[src/rtl/mem_stage.sv]
// Memory stage: registers the execute bus, extracts load data, drives write-back and decode forwarding buses.
// Outputs are combinational from bus_r (one cycle from ex_to_mem_bus); stall[3]/stall[4] hold or bubble, rbuf keeps SRAM data across holds.
module mem_stage #(
    parameter int EX_TO_MEM_WD = 146,
    parameter int MEM_TO_WB_WD = 136,
    parameter int MEM_TO_ID_WD = 104,
    parameter int STALL_WD     = 6
) (
    input  logic                    clk,
    input  logic                    rst,
    input  logic [STALL_WD-1:0]     stall,
    input  logic [EX_TO_MEM_WD-1:0] ex_to_mem_bus,
    input  logic [31:0]             data_sram_rdata,
    output logic [MEM_TO_WB_WD-1:0] mem_to_wb_bus,
    output logic [MEM_TO_ID_WD-1:0] mem_to_id_bus
);

    typedef struct packed {
        logic [3:0]  ld_type;
        logic        hi_we;
        logic        lo_we;
        logic [31:0] hi;
        logic [31:0] lo;
        logic [31:0] pc;
        logic        ram_en;
        logic [3:0]  ram_wen;
        logic        sel_rf_res;
        logic        rf_we;
        logic [4:0]  rf_waddr;
        logic [31:0] ex_result;
    } ex_bus_t;

    localparam logic [3:0] LD_W  = 4'b1111;
    localparam logic [3:0] LD_B  = 4'b0001;
    localparam logic [3:0] LD_BU = 4'b0010;
    localparam logic [3:0] LD_H  = 4'b0011;
    localparam logic [3:0] LD_HU = 4'b0100;

    ex_bus_t     bus_r;
    logic [31:0] rbuf;
    logic        rbuf_vld;
    logic [31:0] rdata_sel;
    logic [7:0]  byte_sel;
    logic [15:0] half_sel;
    logic [31:0] load_data;
    logic [31:0] rf_wdata;
    logic        load;
    logic        bubble;

    assign load   = !stall[3];
    assign bubble = stall[3] && !stall[4];

    always_ff @(posedge clk) begin
        if (rst || bubble) begin
            bus_r <= '0;
        end else if (load) begin
            bus_r <= ex_bus_t'(ex_to_mem_bus);
        end
    end

    // SRAM data is only valid in the first MEM cycle; capture it on the first hold edge.
    always_ff @(posedge clk) begin
        if (rst) begin
            rbuf     <= '0;
            rbuf_vld <= 1'b0;
        end else if (load || bubble) begin
            rbuf_vld <= 1'b0;
        end else if (!rbuf_vld) begin
            rbuf     <= data_sram_rdata;
            rbuf_vld <= 1'b1;
        end
    end

    assign rdata_sel = rbuf_vld ? rbuf : data_sram_rdata;

    always_comb begin
        byte_sel  = 8'h00;
        half_sel  = 16'h0000;
        load_data = 32'h0;
        case (bus_r.ex_result[1:0])
            2'b00:   byte_sel = rdata_sel[7:0];
            2'b01:   byte_sel = rdata_sel[15:8];
            2'b10:   byte_sel = rdata_sel[23:16];
            default: byte_sel = rdata_sel[31:24];
        endcase
        half_sel = bus_r.ex_result[1] ? rdata_sel[31:16] : rdata_sel[15:0];
        case (bus_r.ld_type)
            LD_W:    load_data = rdata_sel;
            LD_B:    load_data = {{24{byte_sel[7]}}, byte_sel};
            LD_BU:   load_data = {24'h0, byte_sel};
            LD_H:    load_data = {{16{half_sel[15]}}, half_sel};
            LD_HU:   load_data = {16'h0, half_sel};
            default: load_data = 32'h0;
        endcase
    end

    assign rf_wdata = bus_r.sel_rf_res ? load_data : bus_r.ex_result;

    assign mem_to_wb_bus = {bus_r.hi_we, bus_r.lo_we, bus_r.hi, bus_r.lo, bus_r.pc,
                            bus_r.rf_we, bus_r.rf_waddr, rf_wdata};

    assign mem_to_id_bus = {bus_r.hi_we, bus_r.lo_we, bus_r.hi, bus_r.lo,
                            bus_r.rf_we, bus_r.rf_waddr, rf_wdata};

    logic unused_bits;
    assign unused_bits = ^{stall[2:0], stall[STALL_WD-1:5], bus_r.ram_en, bus_r.ram_wen};

endmodule

[config.mk]
export PLATFORM = sky130hd
export DESIGN_NAME = mem_stage
export DESIGN_NICKNAME = d
export VERILOG_FILES = /design/src/rtl/mem_stage.sv
export SDC_FILE = /design/constraint.sdc
export NUM_CORES = 1
export LEC_CHECK = 0
export CAP_MARGIN = 20
export CORE_AREA = 2 2 164 166
export CTS_CLUSTER_SIZE = 30
export DETAILED_ROUTE_END_ITERATION = 8
export DIE_AREA = 0 0 166 168
export GPL_TIMING_DRIVEN = 0
export PLACE_DENSITY_LB_ADDON = 0.3
export SLEW_MARGIN = 20
export SYNTH_ARGS = -nofsm -noshare
export SYNTH_HDL_FRONTEND = slang
export SYNTH_SLANG_ARGS = --single-unit
[constraint.sdc]
create_clock -name clk -period 4.72 [get_ports clk]
set_input_delay 0.944 -clock clk [delete_from_list [all_inputs] [get_ports clk]]
set_output_delay 0.944 -clock clk [all_outputs]
set_load 0.02 [all_outputs]
## After elaboration in Yosys (flattened, before gate mapping)

Index checks and enable logic that the tools add are counted.

- Register bits: 174
- Input port bits: 186

- Reduce and logical (&&, ||, !) cells: 6
- Mux-type cells: 6
- Eq/ne operators: 7

Operators by type and width:

| kind | number |
|---|---|
| $pmux W32 S5 | 1 |
| $mux W32 | 2 |
| $pmux W8 S3 | 1 |
| $mux W16 | 1 |
| $eq A4 B2 Y1 const B | 2 |
| $eq A4 B1 Y1 const B | 1 |
| $eq A4 B3 Y1 const B | 1 |
| $eq A4 B4 Y1 const B | 1 |
| $eq A2 B1 Y1 const B | 1 |
| $eq A2 B2 Y1 const B | 1 |
| $logic_not A1 Y1 | 2 |
| $logic_not A2 Y1 | 1 |
| $logic_or A1 B1 Y1 | 2 |
| $logic_and A1 B1 Y1 | 1 |
| $mux W1 | 1 |

## Depth between registers and ports, before layout

Gate-level depths: netlist of run 1.

- Word-level depth: 4
- Mapped depth: 9

## Least setup slack after synthesis of run 1

Ideal clock, no wire load.

- Kind: input to output
- Start: in data_sram_rdata[7]
- End: out mem_to_wb_bus[23]
- Path slack: 1.181 ns
- Data arrival time: 2.595 ns
- Cell stages on the path: 6
- Data required time: 3.776 ns
- Path through: mux2_4 -> a222oi_1 -> a21oi_2 -> o21ai_4 -> o221ai_1 -> buf_4

- Word-level cells in the longest chain between the ends: 4

RTL lines:

| item | RTL line | text |
|---|---|---|
| start, declared | 13 | `input logic [31:0] data_sram_rdata,` |
| $mux W32 | n/a |  |
| $pmux W8 S3 | 80 | `case (bus_r.ex_result[1:0])` |
| $pmux W32 S5 | 87 | `case (bus_r.ld_type)` |
| $mux W32 | 97 | `assign rf_wdata = bus_r.sel_rf_res ? load_data : bus_r.ex_result;` |
| end, declared | 14 | `output logic [MEM_TO_WB_WD-1:0] mem_to_wb_bus,` |

No other way between the ends.

## Worst setup path after layout of run 1

- Start: in data_sram_rdata[7]
- End: out mem_to_wb_bus[22]

The elaborated chain is that of the path after synthesis.

==> out/qor.txt, run 1 <==
total power -> 4.05 mW
setup total negative slack -> 0 ps
largest family of logic cells by synthesized area -> multiplexers
Final Critical Period -> 4580 ps
Post-Route Utilization -> 54.4%
Tot GR Track Use -> 22.0%
setup violators final -> 0
multiplexer share of the synthesized area -> 21.0%
Seq/Total Area, Yosys -> 38.3%
share of layout cells above drive strength 1 -> 19.6%
DIE WIDTH -> 166 um
Initial Utilization -> 34.6%
crit path kind -> primary input to output port
CTS Buf Count -> 17
antenna violations before repair -> 7
Core ar. -> 26400 um2
die height -> 168 um
Hold Crit Class -> flop to flop
top cells by count, synth -> 209 x buf_4, 177 x nor2_1, 174 x dfxtp_1, 163 x mux2i_1, 55 x clkbuf_1
DR pass1 iterations -> 5
Tcrit/Tclk final -> 97.1%
CTS resizes -> 0
worst slew pin tran -> 799 ps
port bufs -> 414
status -> completed
via count -> 8352
CTS tree -> built
post-synth top area share -> 38.3%
final instance area -> 14300 um2
RSZ-0062 raised after global routing -> no
required time of the worst setup path -> 3780 ps
H-Tree Depth -> 4
hpwl dp -> 25400 um
Area Growth Syn to Fin -> 57.3%
Routed Antenna Nets -> 0
largest cells by area after synthesis -> dfxtp_1 38%, mux2i_1 18%, buf_4 17%
compound-cell area share of the yosys netlist -> 9.26%
Startpoint Class -> primary input
crit-path max FO -> 10
leakage -> 6.10 nW
Max Clk Rate -> 218 MHz
CTS max path bufs -> 2
worst vdd ir -> 0.181 mV
global-route wire length before repair -> 47400 um
CTS Hold Bufs -> 0
Arrival @ worst endpoint -> 3640 ps
clock root buffer -> clkbuf_16
total gr overflow -> 0
post-synthesis xor/xnor area fraction -> 0.0962%
skew final -> 5.47 ps
# nets final -> 1639
Async S/R FF share, synth -> 0%
Die ar. -> 27900 um2
Slew Viols, Final -> 0
post-synthesis adder-cell area fraction -> 0%
vias in the first global route -> 8222
fill count -> 2410
PD cells -> 283 nW/um2
Post-Syn Nets -> 1204
I/O pin cnt -> 426
Netlist cell types -> 42
largest net degree at the start of global routing -> 20
Clock Latency Late Sink -> 420 ps
most frequent cell after synthesis -> buf_4
Yosys warning total -> 0
register bit total from synthesis -> 174
leading area contributor after synthesis -> dfxtp_1
crit end category -> output port
Reg clk slew, reported paths -> 70 ps
Post-synth EDFFs -> 0
final hold slack -> 456 ps
total routed wirelength -> 32000 um
max cap viols -> 0
CTS Sinks -> 174
Routed wire per std cell -> 17.7 um
relative slew slack -> 46.7%
DRC Markers -> 0
placed inst area -> 13700 um2
Syn Area/Cell -> 8.95 um2
Top FF cell, synth -> dfxtp_1
Initial DRC Count -> 450
simple-gate area share of the yosys netlist -> 10.8%
final hold vios -> 0
Placer Congestion -> 0.886
cell row count -> 60
area of the mapped netlist -> 9110 um2
post-synthesis cell count -> 1018
via/cell ratio -> 4.61
==> layer usage <==
metal | routed length, um | up-vias | track usage, %
li1 | - | 4099 | -
met1 | 12000 | 3877 | 23.1
met2 | 16300 | 328 | 39.9
met3 | 2890 | 44 | 8.72
met4 | 884 | 4 | 7.79
met5 | 35 | - | 0
==> power breakdown <==
group	switching [mW]	leakage, nW	internal, mW	total, mW
logic	0.467	4.38	0.553	1.02
registers	0.0496	1.43	1.54	1.59
clock network	0.704	0.293	0.731	1.43
==> through the flow <==
| step | cells | setup WS (ps) |
|---|---|---|
| finish | 1812 | 136 |
| global route | 1807 | 22.0 |
| CTS | 1806 | 42.2 |
| detailed placement | 1773 | 0.889 |
| global placement | 1773 | 6.09 |
| floorplan | 1018 | 1180 |
==> cells by family after synthesis <==
group	after synthesis
XOR/XNOR	1
AO/OA/AOI/OAI	124
buffers and inverters	286
AND/OR/NAND/NOR	246
flip-flops	174
multiplexers	187
==> layout make-up <==
type                    instances  area [um2]  area share [%]
repair buffers                416        4170            29.1
multi-input cells             558        3740            26.1
flip-flops and latches        174        3480            24.3
plain buffers                 273        1830            12.8
clock buffers                  18         439            3.07
well taps                     341         427            2.98
clock inverters                14         169            1.18
inverters                      13        48.8           0.341
diodes                          5        12.5          0.0873
==> path summary, 6_finish.rpt <==
path / slack, ps / end / cells past startpoint / startpoint
setup / recovery: 140 / mem_to_wb_bus[22] / 11 / data_sram_rdata[7]
hold / removal: 460 / rbuf[4] / 2 / rbuf[4]
setup reg to reg: 2620 / rbuf[20] / 7 / rbuf_vld
hold reg to reg: 460 / rbuf[4] / 2 / rbuf[4]
==> sequential cells by signal (all words and copies together), names as in the netlist <==
name           flops
rbuf              32
rbuf_vld           1
bus_r             37
mem_to_id_bus     72
mem_to_wb_bus     32
==> layout by cell type, fill, tap and decap left out, types with 3 or more instances in the layout <==
cell             count
a221o_1              5
a21oi_1             20
buf_4              210
a2bb2oi_1            6
o22ai_1              8
o2bb2ai_1            8
a22o_1               6
dfxtp_1            174
nor3_1               3
inv_8                4
inv_1               12
a31oi_1              7
nand2_2              8
mux2i_1            163
nor2_1             177
or3_1                3
clkinv_8             5
buf_1                3
clkdlybuf4s50_1    414
nand2_1             44
diode_2              5
mux2_2              22
a211oi_1            13
clkbuf_16           17
o221ai_1             8
clkbuf_1            55
o21ai_0             34
buf_2                4
==> worst max-delay path: stages <==
cell	delay, ps
clkdlybuf4s50_1	420
mux2_4	310
a222oi_1	340
buf_4	180
a21oi_2	120
o21ai_4	170
buf_12	140
buf_6	170
o21ai_2	130
buf_4	160
clkdlybuf4s50_1	530
==> repair_timing <==
action                     4_1_cts  5_1_grt
buffers inserted                 1        1
pin swaps                        1        1
setup endpoints to repair        2       10
(Power assumes the default switching activity.)
==> inputs of run 2 (changes only) <==
CELL_PAD_IN_SITES_DETAIL_PLACEMENT = 0   (was unset)
CELL_PAD_IN_SITES_GLOBAL_PLACEMENT = 1   (was unset)
CORE_AREA = unset   (was 2 2 164 166)
CORE_UTILIZATION = 32   (was unset)
DIE_AREA = unset   (was 0 0 166 168)
==> out/qor.txt, run 2 (synthesis results as in run 1) <==
DIE WIDTH -> 171 um (was 166 um)
CTS Buf Count -> 17 (unchanged)
Arrival @ worst endpoint -> 3600 ps (was 3640 ps)
final instance area -> 14400 um2 (was 14300 um2)
via count -> 8212 (was 8352)
slowest cell delay on critical path -> 560 ps (was 530 ps)
Die ar. -> 29100 um2 (was 27900 um2)
share of layout cells above drive strength 1 -> 19.6% (unchanged)
Tcrit/Tclk final -> 96.3% (was 97.1%)
Pint -> 2.83 mW (about the same)
CP Cell Sequence -> clkdlybuf4s50_1 > mux2_4 > a222oi_1 > a21oi_2 > o21ai_4 > buf_12 > buf_8 > o21ai_2 > buf_4 > clkdlybuf4s50_1 (was clkdlybuf4s50_1 > mux2_4 > a222oi_1 > buf_4 > a21oi_2 > o21ai_4 > buf_12 > buf_6 > o21ai_2 > buf_4 > clkdlybuf4s50_1)
Reg clk slew, reported paths -> 70 ps (about the same)
largest net degree at the start of global routing -> 20 (unchanged)
CTS Sinks -> 174 (unchanged)
total routed wirelength -> 32300 um (was 32000 um)
RSZ-0062 raised after global routing -> no (unchanged)
die height -> 171 um (was 168 um)
DR pass1 iterations -> 5 (unchanged)
crit-path max FO -> 10 (unchanged)
PD cells -> 282 nW/um2 (was 283 nW/um2)
Post-Route Utilization -> 51.6% (was 54.4%)
Placer Congestion -> 0.880 (was 0.886)
total gr overflow -> 0 (unchanged)
relative slew slack -> 44.2% (was 46.7%)
setup violators final -> 0 (unchanged)
CTS max path bufs -> 2 (unchanged)
hold_sp -> rbuf[22] (was rbuf[4])
Startpoint Class -> primary input (unchanged)
Routed wire per std cell -> 17.5 um (was 17.7 um)
Area Growth Syn to Fin -> 57.8% (was 57.3%)
R2R Path End -> rbuf[25] (was rbuf[20])
# nets final -> 1639 (unchanged)
sw power -> 1.23 mW (was 1.22 mW)
Final Critical Period -> 4550 ps (was 4580 ps)
max cap viols -> 0 (unchanged)
Slew Viols, Final -> 0 (unchanged)
most common cell after layout, fill and taps aside -> clkdlybuf4s50_1 (unchanged)
vias in the first global route -> 7965 (was 8222)
Multi-input gate area -> 3740 um2 (unchanged)
Max Clk Rate -> 220 MHz (was 218 MHz)
Initial DRC Count -> 380 (was 450)
clock root buffer -> clkbuf_16 (unchanged)
worst r2r src -> rbuf_vld (unchanged)
Worst path most repeated cell -> clkdlybuf4s50_1
total power -> 4.05 mW (about the same)
CP max-delay cell -> clkdlybuf4s50_1 (unchanged)
Clock Latency Late Sink -> 430 ps (was 420 ps)
sw frac -> 30.3% (was 30.2%)
antenna violations before repair -> 3 (was 7)
placed inst area -> 13700 um2 (about the same)
setup total negative slack -> 0 ps (unchanged)
required time of the worst setup path -> 3780 ps (about the same)
crit end category -> output port (unchanged)
R2R cell count -> 7 (unchanged)
skew final -> 5.74 ps (was 5.47 ps)
most frequent cells in the layout -> 414 x clkdlybuf4s50_1, 210 x buf_4, 177 x nor2_1 (unchanged)
Tot GR Track Use -> 22.0% (about the same)
status -> completed (unchanged)
register area -> 3480 um2 (unchanged)
final hold slack -> 454 ps (was 456 ps)
via/cell ratio -> 4.45 (was 4.61)
crit path kind -> primary input to output port (unchanged)
Hold Crit Depth -> 2 (unchanged)
max reg flops -> 72 (unchanged)
global-route wire length before repair -> 47400 um (about the same)
CTS tree -> built (unchanged)
cell row count -> 61 (was 60)
port bufs -> 414 (unchanged)
R2R Setup Slk -> 2550 ps (was 2620 ps)
combinational fraction of design power -> 25.1% (was 25.2%)
H-Tree Depth -> 4 (unchanged)
Routed Antenna Nets -> 0 (unchanged)
hold-critical path endpoint -> rbuf[22] (was rbuf[4])
DRC Markers -> 0 (unchanged)
I/O pin cnt -> 426 (unchanged)
worst vdd ir -> 0.194 mV (was 0.181 mV)
leakage -> 6.10 nW (about the same)
Core ar. -> 27900 um2 (was 26400 um2)
worst slew pin tran -> 837 ps (was 799 ps)
Hold Crit Class -> flop to flop (unchanged)
Clk pwr share -> 35.6% (was 35.4%)
final hold vios -> 0 (unchanged)
Initial Utilization -> 32.7% (was 34.6%)
Seq pwr share -> 39.3% (was 39.4%)
hpwl dp -> 26000 um (was 25400 um)
fill count -> 2634 (was 2410)
[run 2: timing repair]
item	in CTS	in global routing
endpoints found under the hold margin	0	0
hold buffers	0	0
endpoints found under the setup margin	2	16
pin swaps	1	3
buffers inserted	0	2
gates resized for setup	0	1
[run 2: how the worst max path moves through the flow]
stage,from,to
after floorplan,data_sram_rdata[7],mem_to_wb_bus[23]
after global placement,data_sram_rdata[7],mem_to_wb_bus[22]
after detailed placement,data_sram_rdata[7],mem_to_wb_bus[22]
after CTS,data_sram_rdata[7],mem_to_wb_bus[22]
after global routing,data_sram_rdata[7],mem_to_wb_bus[21]
final,data_sram_rdata[7],mem_to_wb_bus[22]
[run 2: through the flow]
stage / setup WS, ps / cells
after floorplan: 1180 / 1018
after global placement: -15.9 / 1810
after detailed placement: 4.34 / 1810
after CTS: 11.9 / 1842
after global routing: 43.2 / 1844
final: 173 / 1847
[run 2: area by class of cell]
cell class / instances / area share (%)
Buffer: 273 / 12.8
Tap cell: 378 / 3.29
Multi-Input combinational cell: 558 / 26.1
Sequential cell: 174 / 24.2
Clock inverter: 14 / 1.20
Antenna cell: 3 / 0.0522
Inverter: 13 / 0.339
Clock buffer: 18 / 3.06
Timing Repair Buffer: 416 / 29.0
[run 2: routing by layer]
metal / vias up / global-route usage [%] / part of all wire, % / wire length, um
met5: - / 0 / 0 / 0
met2: 252 / 39.8 / 51 / 16700
met4: 0 / 6.07 / 1.5 / 477
met1: 3841 / 23.7 / 38 / 12300
met3: 20 / 8.14 / 9.1 / 2940
li1: 4099 / - / - / -
[run 2: power by group through the flow]
stage,clock [mW],combinational [mW],sequential [mW]
2_1_floorplan,0,0.557,1.61
3_3_place_gp,0,1.02,1.63
3_5_place_dp,0,1.02,1.63
4_1_cts,1.49,1.03,1.59
5_1_grt,1.55,1.08,1.60
6_report,1.45,1.02,1.59
[run 2: critical path: cells and delay by family]
family | cells | cell delay (ps)
AO/OA/AOI/OAI | 4 | 910
multiplexers | 1 | 310
buffers and inverters | 5 | 1410
==> inputs of run 3 (changes only) <==
CTS_CLUSTER_SIZE = unset   (was 30)
==> results of run 3 <==
No change in the layout: final DEF, timing and power equal those of run 2.
